## src/rtl/half_duplex_pin_ctrl_pkg.sv

```systemverilog
// Shared types and constants for the half-duplex pin sequencer.
package half_duplex_pkg;

    typedef enum logic [1:0] {
        IDLE   = 2'd0,
        DRIVE  = 2'd1,
        TURN   = 2'd2,
        SAMPLE = 2'd3
    } state_t;

    localparam logic DIR_READ  = 1'b0;
    localparam logic DIR_WRITE = 1'b1;

    localparam int unsigned BITS_PER_XFER = 8;

endpackage

```

## src/rtl/half_duplex_pin_ctrl_pin_sync.sv

```systemverilog
// Two-flop synchronizer bringing the asynchronous pin level into the clk48 domain.
module pin_sync (
    input  logic clk,
    input  logic rst_n,
    input  logic d,
    output logic q
);

    logic meta;

    always_ff @(posedge clk or negedge rst_n) begin
        if (!rst_n) begin
            meta <= 1'b0;
            q    <= 1'b0;
        end else begin
            meta <= d;
            q    <= meta;
        end
    end

endmodule

```

## src/rtl/half_duplex_pin_ctrl.sv

```systemverilog
// Half-duplex tristate pin sequencer: serialises a byte out or samples a byte in,
// always separating local and remote drive with a hi-Z turnaround guard.
module half_duplex_pin_ctrl
    import half_duplex_pkg::*;
#(
    parameter int unsigned BIT_CYCLES  = 48,
    parameter int unsigned TURN_CYCLES = 4
) (
    input  logic       clk48,
    input  logic       rst_n,
    input  logic       cmd_valid,
    output logic       cmd_ready,
    input  logic       cmd_dir,
    input  logic [7:0] cmd_data,
    output logic       done,
    output logic [7:0] rsp_data,
    output logic       pin_o,
    output logic       pin_t,
    input  logic       pin_i
);

    localparam int unsigned CW = $clog2(BIT_CYCLES);
    localparam int unsigned TW = $clog2(TURN_CYCLES + 1);

    localparam logic [CW-1:0] BIT_LAST  = CW'(BIT_CYCLES - 1);
    localparam logic [CW-1:0] BIT_MID   = CW'(BIT_CYCLES / 2);
    localparam logic [TW-1:0] TURN_LAST = TW'(TURN_CYCLES - 1);
    localparam logic [2:0]    IDX_LAST  = 3'(BITS_PER_XFER - 1);

    state_t                   state, state_n;
    logic [CW-1:0]            bit_cnt, bit_cnt_n;
    logic [2:0]               bit_idx, bit_idx_n;
    logic [TW-1:0]            turn_cnt, turn_cnt_n;
    logic [BITS_PER_XFER-1:0] tx_sr, tx_n;
    logic [BITS_PER_XFER-1:0] rx_sr, rx_n;
    logic                     dir_q, dir_n;
    logic                     pin_o_n, pin_t_n;
    logic                     ready_n, done_n;
    logic [7:0]               rsp_n;
    logic                     pin_s;

    pin_sync u_pin_sync (
        .clk   (clk48),
        .rst_n (rst_n),
        .d     (pin_i),
        .q     (pin_s)
    );

    always_ff @(posedge clk48 or negedge rst_n) begin
        if (!rst_n) begin
            state     <= IDLE;
            bit_cnt   <= '0;
            bit_idx   <= '0;
            turn_cnt  <= '0;
            tx_sr     <= '0;
            rx_sr     <= '0;
            dir_q     <= DIR_READ;
            pin_o     <= 1'b0;
            pin_t     <= 1'b1;
            cmd_ready <= 1'b0;
            done      <= 1'b0;
            rsp_data  <= '0;
        end else begin
            state     <= state_n;
            bit_cnt   <= bit_cnt_n;
            bit_idx   <= bit_idx_n;
            turn_cnt  <= turn_cnt_n;
            tx_sr     <= tx_n;
            rx_sr     <= rx_n;
            dir_q     <= dir_n;
            pin_o     <= pin_o_n;
            pin_t     <= pin_t_n;
            cmd_ready <= ready_n;
            done      <= done_n;
            rsp_data  <= rsp_n;
        end
    end

    // Outputs are computed from the next state so that they are registered yet
    // line up with the state they belong to.
    always_comb begin
        state_n    = state;
        bit_cnt_n  = bit_cnt;
        bit_idx_n  = bit_idx;
        turn_cnt_n = turn_cnt;
        tx_n       = tx_sr;
        rx_n       = rx_sr;
        dir_n      = dir_q;
        pin_o_n    = pin_o;
        pin_t_n    = pin_t;
        rsp_n      = rsp_data;
        done_n     = 1'b0;

        case (state)
            IDLE: begin
                if (cmd_valid && cmd_ready) begin
                    dir_n      = cmd_dir;
                    bit_cnt_n  = '0;
                    bit_idx_n  = '0;
                    turn_cnt_n = '0;
                    if (cmd_dir == DIR_WRITE) begin
                        state_n = DRIVE;
                        tx_n    = cmd_data;
                        pin_o_n = cmd_data[BITS_PER_XFER-1];
                        pin_t_n = 1'b0;
                    end else begin
                        state_n = TURN;
                        pin_o_n = 1'b0;
                        pin_t_n = 1'b1;
                    end
                end
            end

            DRIVE: begin
                if (bit_cnt == BIT_LAST) begin
                    bit_cnt_n = '0;
                    if (bit_idx == IDX_LAST) begin
                        state_n    = TURN;
                        turn_cnt_n = '0;
                        pin_o_n    = 1'b0;
                        pin_t_n    = 1'b1;
                    end else begin
                        bit_idx_n = bit_idx + 3'd1;
                        tx_n      = {tx_sr[BITS_PER_XFER-2:0], 1'b0};
                        pin_o_n   = tx_sr[BITS_PER_XFER-2];
                    end
                end else begin
                    bit_cnt_n = bit_cnt + CW'(1);
                end
            end

            // Writes leave through the guard; reads enter the sample window through it.
            TURN: begin
                if (turn_cnt == TURN_LAST) begin
                    turn_cnt_n = '0;
                    if (dir_q == DIR_WRITE) begin
                        state_n = IDLE;
                        done_n  = 1'b1;
                    end else begin
                        state_n   = SAMPLE;
                        bit_cnt_n = '0;
                        bit_idx_n = '0;
                    end
                end else begin
                    turn_cnt_n = turn_cnt + TW'(1);
                end
            end

            SAMPLE: begin
                if (bit_cnt == BIT_MID) begin
                    rx_n = {rx_sr[BITS_PER_XFER-2:0], pin_s};
                end
                if (bit_cnt == BIT_LAST) begin
                    bit_cnt_n = '0;
                    if (bit_idx == IDX_LAST) begin
                        state_n = IDLE;
                        done_n  = 1'b1;
                        rsp_n   = rx_n;
                    end else begin
                        bit_idx_n = bit_idx + 3'd1;
                    end
                end else begin
                    bit_cnt_n = bit_cnt + CW'(1);
                end
            end

            default: begin
                state_n = IDLE;
                pin_o_n = 1'b0;
                pin_t_n = 1'b1;
            end
        endcase

        ready_n = (state_n == IDLE);
    end

endmodule

```

## config.mk

```make
export PLATFORM = sky130hd
export DESIGN_NAME = half_duplex_pin_ctrl
export DESIGN_NICKNAME = d
export VERILOG_FILES = /design/src/rtl/half_duplex_pin_ctrl_pkg.sv /design/src/rtl/half_duplex_pin_ctrl_pin_sync.sv /design/src/rtl/half_duplex_pin_ctrl.sv
export SDC_FILE = /design/constraint.sdc
export NUM_CORES = 1
export LEC_CHECK = 0
export ABC_AREA = 1
export BUFFER_PORTS_ARGS = -buffer_cell sky130_fd_sc_hd__buf_4
export CAP_MARGIN = 20
export CORE_ASPECT_RATIO = 1.4
export CORE_MARGIN = 2
export CORE_UTILIZATION = 40
export DETAILED_ROUTE_END_ITERATION = 16
export PLACE_DENSITY = 0.61
export SYNTH_ARGS = -nofsm -noshare
export SYNTH_HDL_FRONTEND = slang
export SYNTH_SLANG_ARGS = --single-unit
```

## constraint.sdc

```tcl
create_clock -name clk48 -period 3.47 [get_ports clk48]
set_input_delay 0.694 -clock clk48 [delete_from_list [all_inputs] [get_ports clk48]]
set_output_delay 0.694 -clock clk48 [all_outputs]
set_load 0.02 [all_outputs]
```

======== After elaboration in Yosys (flattened, before gate mapping) ========
Index checks and enable logic that the tools add are counted.
word-level totals
  register bits ........................... 44
  bits of input ports ..................... 13
  output and inout port bits .............. 12
operators by class
  $add $sub $neg .......................... 3
  equality and inequality tests ........... 16
  reductions and logical operators ........ 14
  multiplexer cells ....................... 45
operators by type and width
  cell                                                 count
  2-to-1 mux 7 bit                                     4
  2-to-1 mux 3 bit                                     8
  2-to-1 mux 6 bit                                     4
  one-hot mux 3 bit (3 select lines)                   2
  one-hot mux 6 bit (3 select lines)                   1
  2-to-1 mux 2 bit                                     8
  != test 2 bit, second input constant                 8
  one-hot mux 7 bit (2 select lines)                   1
  2-to-1 mux 1 bit                                     12
  AND reduction 5 bit                                  2
  AND reduction 3 bit                                  3
  2-to-1 mux 8 bit                                     1
  one-hot mux 2 bit (4 select lines)                   1
  AND reduction 4 bit                                  2
  adder 3 x 1 -> 3 bit, second input constant          2
  adder 6 x 1 -> 6 bit, second input constant          1
  equality test 6 x 5 -> 1 bit, second input constant  1
  equality test 6 bit, second input constant           1
  one-hot mux 1 bit (2 select lines)                   3
  equality test 2 bit, second input constant           2
  logical NOT 2 bit                                    2
  equality test 3 x 2 -> 1 bit, second input constant  1
  equality test 3 bit, second input constant           1
  nonzero test 3 bit                                   1
  other kinds (6)                                      6

======== Depth between registers and ports, before layout ========
Gate-level depths: netlist (run 1).
  word-level depth ........................ 5
  gate-level depth with buffers ........... 9
  gate-level depth less buffers ........... 8

======== Cells and area by module ========
A second synthesis (run 1) with hierarchy kept.
second synthesis, totals
  cells, all modules ...................... 269
  area, all modules ....................... 2,232.1 um^2
by module, submodules not included
  module                cells each  area an instance (um^2)  sequential area each (um^2)  times used
  half_duplex_pin_ctrl  267         2,182.1                  1,052.3                      1
  pin_sync              2           50.0                     50.0                         1

======== Least setup slack after synthesis (run 1) ========
No wires, ideal clock.
  kind .................................... register -> register
  start ................................... register bit_idx[0]
  end ..................................... register tx_sr[0]
  setup time .............................. 0.118 ns
  path buffers ............................ 0
  stages on the path, launching flop included .. 8
  slack ................................... 1.839 ns
  data required time ...................... 3.352 ns
  arrival time ............................ 1.513 ns
  cell sequence ........................... dfrtp_1 -> ha_1 -> ha_1 -> nand2_1 -> a21boi_4 -> nand4_4 -> nand2_1 -> nand2_1
on the way
  word-level cells in the longest chain between the ends .. 3
RTL lines
  element                        RTL line                     source
  start, declared                half_duplex_pin_ctrl.sv:32   logic [2:0] bit_idx, bit_idx_n;
  start signal, assigned         half_duplex_pin_ctrl.sv:66   bit_idx <= bit_idx_n;
  equality test 3 bit            half_duplex_pin_ctrl.sv:117  if (bit_idx == IDX_LAST) begin
  != test 2 bit (no line)        -
  AND reduction 5 bit (no line)  -
  end signal, assigned           half_duplex_pin_ctrl.sv:68   tx_sr <= tx_n;
  end, declared                  half_duplex_pin_ctrl.sv:34   logic [BITS_PER_XFER-1:0] tx_sr, tx_n;
Every way passes these cells.
A chain may end at the register's enable or synchronous reset.

======== Final worst setup path (run 1) ========
  start ................................... register bit_idx[0]
  end ..................................... register tx_sr[2]
The elaborated chain is that of the path after synthesis.

==> results of run 1 <==
## kinds of logic after synthesis
| logic type | count (synthesis) | synth area share [%] |
|---|---|---|
| adder cells (fa/ha/maj) | 5 | 2.82 |
| AND/OR/NAND/NOR | 145 | 30.6 |
| buffers and inverters | 32 | 6.32 |
| flip-flops | 44 | 49.7 |
| AO/OA/AOI/OAI | 36 | 9.02 |
| XOR/XNOR | 4 | 1.58 |
## registers in the layout, summed over array words and instances (netlist names)
signal,flops
turn_cnt,3
u_pin_sync.q,1
state,2
dir_q,1
cmd_ready,1
u_pin_sync.meta,1
tx_sr,7
pin_t,1
rsp_data,8
done,1
pin_o,1
bit_cnt,6
rx_sr,8
bit_idx,3
## cell type report
class / instances / area share, %
multi-input combinational: 190 / 38.1
sequential: 44 / 43.0
timing repair buffer: 24 / 7.03
clock inverter: 2 / 1.51
inverter: 26 / 3.81
clock buffer: 6 / 3.22
tap: 68 / 3.32
## routing by layer
| layer | vias up | part of all wire, % | track usage [%] |
|---|---|---|---|
| met5 | - | 0 | 0 |
| met4 | 0 | 3.0 | 8.16 |
| met3 | 12 | 2.4 | 3.80 |
| met2 | 28 | 52 | 28.8 |
| met1 | 810 | 42 | 18.6 |
| li1 | 900 | - | - |
## power by group through the flow
stage	combinational (mW)	clock [mW]	sequential, mW
2_1_floorplan	0.00539	0	0.525
3_3_place_gp	0.0274	0	0.525
3_5_place_dp	0.0276	0	0.525
4_1_cts	0.0276	0.428	0.515
5_1_grt	0.0301	0.446	0.515
6_report	0.0262	0.416	0.515
## metrics by stage
stage,setup WS [ns],utilization (%),instances
final,1.61,47.1,360
after floorplan,1.84,-,266
after CTS,1.65,47.1,360
after global placement,1.71,44.8,352
after global routing,1.51,47.1,360
after detailed placement,1.66,44.8,352
## how the worst max path moves through the flow
stage / depth (start not counted) / start / end / slack (ns)
6_report: 7 / bit_idx[0] / tx_sr[2] / 1.61
3_3_place_gp: 7 / bit_idx[0] / tx_sr[3] / 1.71
3_5_place_dp: 7 / bit_idx[0] / tx_sr[2] / 1.66
4_1_cts: 7 / bit_idx[0] / tx_sr[2] / 1.65
2_1_floorplan: 7 / bit_idx[0] / tx_sr[0] / 1.84
5_1_grt: 8 / state[0] / turn_cnt[0] / 1.51
## cells in the mapped netlist
cell type,n,area (um^2)
a21boi_4,1,18.8
a21oi_2,1,8.76
buf_2,1,5.00
buf_4,1,7.51
buf_6,2,22.5
clkbuf_1,2,7.51
dfrtp_1,43,1080
dfstp_2,1,26.3
ha_1,5,62.6
inv_1,19,71.3
inv_2,7,26.3
nand2_1,97,364
nand2_2,2,12.5
nand2_4,1,11.3
nand3_1,12,60.1
nand3_4,1,17.5
nand3b_1,2,15.0
nand4_1,9,56.3
nand4_4,1,21.3
nor2_1,13,48.8
nor2_2,2,12.5
nor2_4,3,33.8
nor2_8,1,20.0
nor3_1,1,5.00
o21ai_0,17,85.1
o21ai_1,16,80.1
o31ai_1,1,7.51
xnor2_1,1,8.76
xor2_1,3,26.3
## critical path, delay by kind of cell (launching register included)
kind / cells / cell delay, ns
adders and majority gates: 2 / 0.48
and+or+nand+nor: 4 / 0.53
DFF: 1 / 0.40
AOI/OAI and AO/OA: 1 / 0.33
==> impl_metrics.env, run 1 <==
export IMPL_cts_root_buf="clkbuf_8"
export IMPL_clock_sinks=44
export IMPL_synth_cell_area_mm2=0.00222
export IMPL_cts_tree="done"
export IMPL_setup_violations=0
export IMPL_place_area_mm2=0.00244
export IMPL_fin_tns_setup_ns=0
export IMPL_r2r_cells=7
export IMPL_regToRegStartpoint="bit_idx[0]"
export IMPL_cp_required_ns=3.66
export IMPL_fin_crit_sh_pct=53.5
export IMPL_portBuffers=24
export IMPL_syn2layout_area_growth_pct=15.5
export IMPL_outcome="finished clean"
export IMPL_clockBufferDepth=2
export IMPL_gp_congestion=0.788
export IMPL_p_clk_share_pct=43.5
export IMPL_layout_common_cells="nand2_1, dfrtp_1, buf_4, inv_1, o21ai_0"
export IMPL_ir_drop_uv=218
export IMPL_hold_depth=0
export IMPL_vias=1750
export IMPL_hold_worst_slack_ns=0.359
export IMPL_n_fill_cell=562
export IMPL_max_freq_mhz=539
export IMPL_finalPower_uw=957
export IMPL_cp_start_kind="flop"
export IMPL_combPwrFrac_pct=2.7
export IMPL_drc=0
export IMPL_hpwl_um=3220
export IMPL_clock_latency_ns=0.30
export IMPL_drive_gt1_share_pct=18.2
export IMPL_hold_path_startpoint="u_pin_sync.meta"
export IMPL_routed_wl_um=4530
export IMPL_netlist_instances=266
export IMPL_finalClockSkew_ns=0.0105
export IMPL_grt_usage_pct=16.6
export IMPL_yosysSeqAreaShare_pct=49.7
export IMPL_dr_pass1_iters=4
export IMPL_syn_nets=284
export IMPL_avgSynthCellArea_um2=8.34
export IMPL_cap_viol_max_count=0
export IMPL_finalMaxSlewViolations=0
export IMPL_hp_class="flop to flop"
export IMPL_power_frac_seq_pct=53.8
export IMPL_p_int_uw=760
export IMPL_placementRows=32
export IMPL_min_to="u_pin_sync.q"
export IMPL_dieArea_mm2=0.00617
export IMPL_layout_commonest_cell="nand2_1"
export IMPL_coreArea_mm2=0.00545
export IMPL_yosys_warnings=0
export IMPL_finalNetCount=309
export IMPL_fin_crit_ns=1.86
export IMPL_design_portCount=25
export IMPL_sw_frac_of_total_pct=20.6
export IMPL_critPathMaxFanout=8
export IMPL_grt_pass1_vias=1765
export IMPL_path_clk_slew_ns=0.09
export IMPL_final_area_mm2=0.00256
export IMPL_antenna_found_initial=0
export IMPL_max_stage_delay_ns=0.40
export IMPL_postRouteAntennaNets=0
export IMPL_slew_headroom_pct=62.7
export IMPL_critPathKind="flop to flop"
export IMPL_cts_setup_buffers=0
export IMPL_ff2ff_setup_slack_ns=1.61
export IMPL_drtIter0Drc=92
export IMPL_critical_path_endpoint_type="flop"
export IMPL_p_leak_nw=1.30
export IMPL_cp_data_arrival_time_ns=2.05
export IMPL_initial_core_util_pct=40.7
export IMPL_via_per_inst=4.86
export IMPL_grt_max_degree=45
export IMPL_cts_inserted_buffers=5
export IMPL_rsz0062_at_grt="no"
export IMPL_worst_pin_slew_ns=0.560
export IMPL_cp_cell_sequence="ha_1 -> ha_1 -> nand2_1 -> a21boi_4 -> nand4_4 -> nand2_1 -> nand2_1"
export IMPL_n_antenna_cell=0
export IMPL_die_y_um=92.1
export IMPL_cpMaxStageDelayCell="dfrtp_1"
export IMPL_wire_per_inst_um=12.6
export IMPL_ys_ff_latch=44
export IMPL_ctsHoldBuffers=0
export IMPL_switching_power_uw=197
export IMPL_synth_cell_types=29
export IMPL_finalHoldViolCount=0
export IMPL_die_w_um=66.9
export IMPL_htreeDepth=2
export IMPL_cts_repair_resized=0
export IMPL_gr_total_overflow=0
export IMPL_final_seq_area_mm2=0.00110
export IMPL_cp_common_cell="nand2_1"
export IMPL_multiInputGateArea_um2=976
export IMPL_rr_endpoint="tx_sr[2]"
export IMPL_grt_pass1_wl_um=7760
export IMPL_pwr_density_cell_mw_per_mm2=374
Power figures use the tool's default switching activity.
==> run 2, diff against run 1 <==
- clock period: 3.47 -> 1.9 ns (I/O delays scaled with it)
==> run 2 against run 1 <==
  * Via count increased by 0.11%
  * Worst hold slack got worse by 0.29 ns
  * Fmax grew 6.8%
  * First-iteration DRC count decreased by 16%
  * Sequential share of layout area fell by 0.86 points
  * Routed wire length is 1.1% lower
  * Clock-buffer cell count is the same
  * Critical path type unchanged
  * Highest routed layer unchanged
==> impl_metrics.env, run 2 (synthesized netlist as in run 1, its figures left out) <==
export IMPL_outcome="finished clean"
export IMPL_place_area_mm2=0.00249
export IMPL_cp_start_kind="flop"
export IMPL_grt_usage_pct=16.2
export IMPL_max_freq_mhz=575
export IMPL_r2r_cells=7
export IMPL_ctsHoldBuffers=0
export IMPL_p_clk_share_pct=43.5
export IMPL_htreeDepth=2
export IMPL_layout_commonest_cell="nand2_1"
export IMPL_cap_viol_max_count=0
export IMPL_via_per_inst=4.77
export IMPL_fin_crit_ns=1.74
export IMPL_ir_drop_uv=442
export IMPL_fin_cells=367
export IMPL_critPathMaxFanout=7
export IMPL_hpwl_um=3250
export IMPL_max_stage_delay_ns=0.41
export IMPL_die_w_um=66.9
export IMPL_cp_num_buf_inv=0
export IMPL_vias=1752
export IMPL_clock_latency_ns=0.30
export IMPL_dieArea_mm2=0.00617
export IMPL_cts_tree="done"
export IMPL_wire_per_inst_um=12.2
export IMPL_path_clk_slew_ns=0.08
export IMPL_die_y_um=92.1
export IMPL_gp_congestion=0.766
export IMPL_critPathKind="flop to flop"
export IMPL_drtIter0Drc=77
export IMPL_cpMaxStageDelayCell="dfrtp_1"
export IMPL_cts_inserted_buffers=5
export IMPL_coreArea_mm2=0.00545
export IMPL_portBuffers=24
export IMPL_initial_core_util_pct=40.7
export IMPL_syn2layout_area_growth_pct=17.9
export IMPL_grt_pass1_vias=1662
export IMPL_fin_crit_sh_pct=91.5
export IMPL_switching_power_uw=360
export IMPL_cp_common_cell="nand2_1"
export IMPL_grt_max_degree=45
export IMPL_largest_registers="rsp_data: 8 flops, rx_sr: 8 flops, tx_sr: 7 flops"
export IMPL_cts_setup_buffers=0
export IMPL_finalClockSkew_ns=0.0100
export IMPL_drc=0
export IMPL_antenna_found_initial=0
export IMPL_hp_class="input pin to async pin"
export IMPL_worst_pin_slew_ns=0.560
export IMPL_pwr_density_cell_mw_per_mm2=669
export IMPL_combPwrFrac_pct=2.7
export IMPL_gr_total_overflow=0
export IMPL_final_util_pct=48.0
export IMPL_final_area_mm2=0.00262
export IMPL_crit_family="simple AND/OR/NAND/NOR gates"
export IMPL_cts_root_buf="clkbuf_8"
export IMPL_sw_frac_of_total_pct=20.6
export IMPL_clockBufferDepth=2
export IMPL_regToRegStartpoint="bit_idx[0]"
export IMPL_layout_common_cells="nand2_1, dfrtp_1, buf_4, inv_1, o21ai_0"
export IMPL_routed_wl_um=4480
export IMPL_cts_repair_resized=0
export IMPL_critical_path_endpoint_type="flop"
export IMPL_cp_data_arrival_time_ns=1.93
export IMPL_rsz0062_at_grt="no"
export IMPL_finalMaxSlewViolations=0
export IMPL_postRouteAntennaNets=0
export IMPL_drive_gt1_share_pct=20.1
export IMPL_cp_required_ns=2.09
export IMPL_p_leak_nw=1.33
export IMPL_final_seq_area_mm2=0.00110
export IMPL_dp_cells=359
export IMPL_dr_pass1_iters=4
export IMPL_power_frac_seq_pct=53.7
export IMPL_finalHoldViolCount=0
export IMPL_finalNetCount=316
export IMPL_slew_headroom_pct=62.7
export IMPL_design_portCount=25
export IMPL_multiInputGateArea_um2=976
export IMPL_n_antenna_cell=0
export IMPL_cp_cell_sequence="ha_1 -> ha_1 -> nand2_1 -> a21boi_4 -> nand4_4 -> nand2_1 -> nand2_1"
export IMPL_rr_endpoint="tx_sr[0]"
export IMPL_p_int_mw=1.39
export IMPL_hold_worst_slack_ns=0.0686
export IMPL_clock_sinks=44
export IMPL_placementRows=32
export IMPL_ff2ff_setup_slack_ns=0.16
export IMPL_setup_violations=0
export IMPL_fin_tns_setup_ns=0
export IMPL_n_fill_cell=581
export IMPL_grt_pass1_wl_um=7560
==> run 2: cell count changes in the layout (fill, tap and decap cells not counted) <==
cell   before  now
buf_4      24   31
==> run 2: worst max path at each step <==
stage / startpoint / slack [ns] / cells past startpoint / end
finish: bit_idx[0] / 0.16 / 7 / tx_sr[0]
global route: bit_idx[0] / 0.06 / 7 / tx_sr[4]
CTS: bit_idx[0] / 0.17 / 7 / tx_sr[0]
detailed placement: bit_idx[0] / 0.19 / 7 / tx_sr[0]
global placement: bit_idx[0] / 0.20 / 7 / tx_sr[1]
floorplan: bit_idx[0] / 0.27 / 7 / tx_sr[0]
==> run 2: through the flow <==
step           total power, mW  setup WS, ns
5_1_grt                   1.82        0.0633
3_3_place_gp              1.01         0.204
4_1_cts                   1.77         0.169
2_1_floorplan            0.968         0.269
3_5_place_dp              1.01         0.188
6_report                  1.75         0.162
==> run 2: cell type report <==
cell class / count / share of cell area [%]
Multi-Input combinational cell: 190 / 37.3
Inverter: 26 / 3.73
Clock inverter: 2 / 1.48
Sequential cell: 44 / 42.2
Tap cell: 68 / 3.25
Clock buffer: 6 / 3.16
Timing Repair Buffer: 31 / 8.90
==> run 2: metal layers <==
metal / part of all wire (%) / global-route usage [%] / vias up
met5: 0 / 0 / -
met4: 2.1 / 6.97 / 0
met3: 2.8 / 3.31 / 9
met2: 52 / 28.7 / 23
li1: - / - / 913
met1: 43 / 18.4 / 807
==> run 2: power by group through the flow <==
stage / registers [mW] / logic, mW / clock network [mW]
finish: 0.940 / 0.0475 / 0.762
global route: 0.940 / 0.0555 / 0.820
CTS: 0.940 / 0.0503 / 0.784
detailed placement: 0.959 / 0.0501 / 0
global placement: 0.959 / 0.0499 / 0
floorplan: 0.959 / 0.00985 / 0
==> run 3, diff against run 2 <==
- SYNTH_HIERARCHICAL: not set -> 1
==> run 3 against run 2 <==
  * Global-route usage rose by 1.2 points
  * Final cell count increased by 0.54%
  * Critical path depth unchanged
  * Worst hold slack worse by 0.0060 ns
  * Sequential cell count unchanged
  * Sequential share of layout area hardly changed
  * Largest cell class unchanged
  * Largest power group unchanged
  * Highest routed layer unchanged
==> impl_metrics.env, run 3 <==
export IMPL_outcome="finished clean"
export IMPL_cp_cell_sequence="ha_1 -> ha_1 -> nand2_1 -> a21boi_4 -> nand4_2 -> nand2_1 -> nand2_1"
export IMPL_netlist_instances=269
export IMPL_synthArstFlopShare_pct=100
export IMPL_synth_most_common_cell="nand2_1"
export IMPL_synth_xor_area_share_pct=1.18
export IMPL_design_portCount=25
export IMPL_clock_latency_ns=0.30
export IMPL_dr_wl_met2_um=2490
export IMPL_setup_violations=0
export IMPL_synth_area_top_cells="dfrtp_1, nand2_1, o21ai_0"
export IMPL_vias=1784
export IMPL_path_clk_slew_ns=0.09
export IMPL_fin_crit_ns=1.68
export IMPL_placementRows=32
export IMPL_drtIter0Drc=95
export IMPL_ys_ff_latch=44
export IMPL_synth_top_family_by_area="simple AND/OR/NAND/NOR gates"
export IMPL_synth_edf_count=0
export IMPL_die_y_um=92.4
export IMPL_postRouteAntennaNets=0
export IMPL_grt_max_degree=45
export IMPL_cts_repair_resized=0
export IMPL_drc=0
export IMPL_yosysTopAreaCell="dfrtp_1"
export IMPL_pwr_density_cell_mw_per_mm2=660
export IMPL_cpMaxStageDelayCell="dfrtp_1"
export IMPL_die_w_um=67.1
export IMPL_synth_common_cells="nand2_1, dfrtp_1, inv_1, o21ai_0, o21ai_1"
export IMPL_layout_common_cells="nand2_1, dfrtp_1, buf_4, inv_1"
export IMPL_dr_pass1_iters=4
export IMPL_cap_viol_max_count=0
export IMPL_finalClockSkew_ns=0.00765
export IMPL_coreArea_mm2=0.00545
export IMPL_routed_wl_um=4600
export IMPL_grt_pass1_wl_um=8200
export IMPL_clockBufferDepth=2
export IMPL_initial_core_util_pct=41.0
export IMPL_max_stage_delay_ns=0.40
export IMPL_largest_registers="rsp_data: 8 flops, rx_sr: 8 flops, tx_sr: 7 flops"
export IMPL_met1_length_um=1870
export IMPL_cts_setup_buffers=0
export IMPL_yosysSeqAreaShare_pct=49.4
export IMPL_finalMaxSlewViolations=0
export IMPL_cts_tree="done"
export IMPL_drive_gt1_share_pct=20.6
export IMPL_wl_met3_um=148
export IMPL_clock_sinks=44
export IMPL_syn_nets=287
export IMPL_portBuffers=24
export IMPL_htreeDepth=2
export IMPL_dieArea_mm2=0.00620
export IMPL_max_freq_mhz=594
export IMPL_ff2ff_setup_slack_ns=0.22
export IMPL_yosys_area_top_type_share_pct=48.2
export IMPL_cp_start_kind="flop"
export IMPL_n_antenna_cell=0
export IMPL_avgSynthCellArea_um2=8.30
export IMPL_grt_pass1_vias=1882
export IMPL_rsz0062_at_grt="no"
export IMPL_synthMuxAreaShare_pct=0
export IMPL_critPathKind="flop to flop"
export IMPL_wire_per_inst_um=12.5
export IMPL_grt_usage_pct=17.4
export IMPL_synth_compound_area_share_pct=8.86
export IMPL_synthSimpleGateAreaFrac_pct=30.9
export IMPL_worst_pin_slew_ns=0.555
export IMPL_ctsHoldBuffers=0
export IMPL_antenna_found_initial=0
export IMPL_ir_drop_uv=380
export IMPL_hpwl_um=3360
export IMPL_critical_path_endpoint_type="flop"
export IMPL_crit_start="bit_idx[0]"
export IMPL_regToRegStartpoint="bit_idx[0]"
export IMPL_cp_required_ns=2.10
export IMPL_top_layer="met4"
export IMPL_gp_congestion=0.816
export IMPL_slew_headroom_pct=63.0
export IMPL_cts_inserted_buffers=5
export IMPL_synth_cell_types=31
export IMPL_synthAdderAreaFrac_pct=2.80
export IMPL_fin_tns_setup_ns=0
export IMPL_hp_class="input pin to async pin"
export IMPL_yosys_warnings=6
export IMPL_p_leak_nw=1.34
export IMPL_finalHoldViolCount=0
export IMPL_cts_root_buf="clkbuf_8"
export IMPL_synth_ff_type="dfrtp_1"
export IMPL_gr_total_overflow=0
export IMPL_layout_commonest_cell="nand2_1"
export IMPL_syn2layout_area_growth_pct=17.1
export IMPL_fin_crit_sh_pct=88.6
export IMPL_via_per_inst=4.83
export IMPL_hold_worst_slack_ns=0.0626
export IMPL_finalNetCount=318
export IMPL_cp_data_arrival_time_ns=1.88
export IMPL_cp_common_cell="nand2_1"
export IMPL_critPathMaxFanout=7
export IMPL_synth_cell_area_mm2=0.00223
## run 3: cell types whose count changed in the layout (fill, tap and decap cells not counted), moves of 2 or more
cell,change
nor2_1,-3
inv_1,+2
nand4_2,+2
nand2_1,+2
nand3_1,-2
## run 3: final timing paths
path / endpoint / depth (start not counted)
setup / recovery: tx_sr[1] / 7
hold / removal: bit_cnt[1] / 1
setup reg to reg: tx_sr[1] / 7
hold reg to reg: u_pin_sync/q / 0
max in group asynchronous: cmd_ready / 1
min in group clk48: u_pin_sync/meta / 1
## run 3: worst max-delay path, delay by kind of cell, from the launching register on
family | cells | cell delay, ns
adders and majority gates | 2 | 0.39
AOI/OAI and AO/OA | 1 | 0.21
and+or+nand+nor | 4 | 0.58
DFF | 1 | 0.40
## run 3: metrics by stage
stage | cells | worst slack, ns | utilization [%] | area [um^2] | total power [mW]
6_report | 369 | 0.216 | 48.0 | 2610 | 1.73
4_1_cts | 369 | 0.202 | 48.0 | 2610 | 1.76
2_1_floorplan | 269 | 0.244 | - | 2230 | 0.968
5_1_grt | 369 | 0.0429 | 48.0 | 2610 | 1.80
3_3_place_gp | 361 | 0.222 | 45.9 | 2500 | 1.01
3_5_place_dp | 361 | 0.222 | 45.9 | 2500 | 1.01
## run 3: layout make-up
class / count / area [um^2]
Clock buffer: 5 / 68.8
Multi-Input combinational cell: 190 / 977
Inverter: 29 / 109
Sequential cell: 44 / 1100
Tap cell: 68 / 85.1
Clock inverter: 3 / 46.3
Fill cell: 552 / 2830
Timing Repair Buffer: 30 / 225
## run 3: report_power, final
| group | switching [mW] | internal [mW] |
|---|---|---|
| clock | 0.341 | 0.396 |
| combinational | 0.0281 | 0.0198 |
| sequential | 0.00135 | 0.939 |
| total | 0.371 | 1.35 |
## run 3: logic make-up after synthesis
kind of cell / count (synthesis)
simple gates: 146
fa+ha+maj: 5
compound gates: 36
flops: 44
xor+xnor: 3
buf+inv: 35
## run 3: per-layer routing
| metal | vias to the layer above | global-route usage [%] |
|---|---|---|
| met4 | 0 | 6.97 |
| met2 | 27 | 31.9 |
| li1 | 922 | - |
| met1 | 827 | 18.9 |
| met5 | - | 0 |
| met3 | 8 | 3.28 |
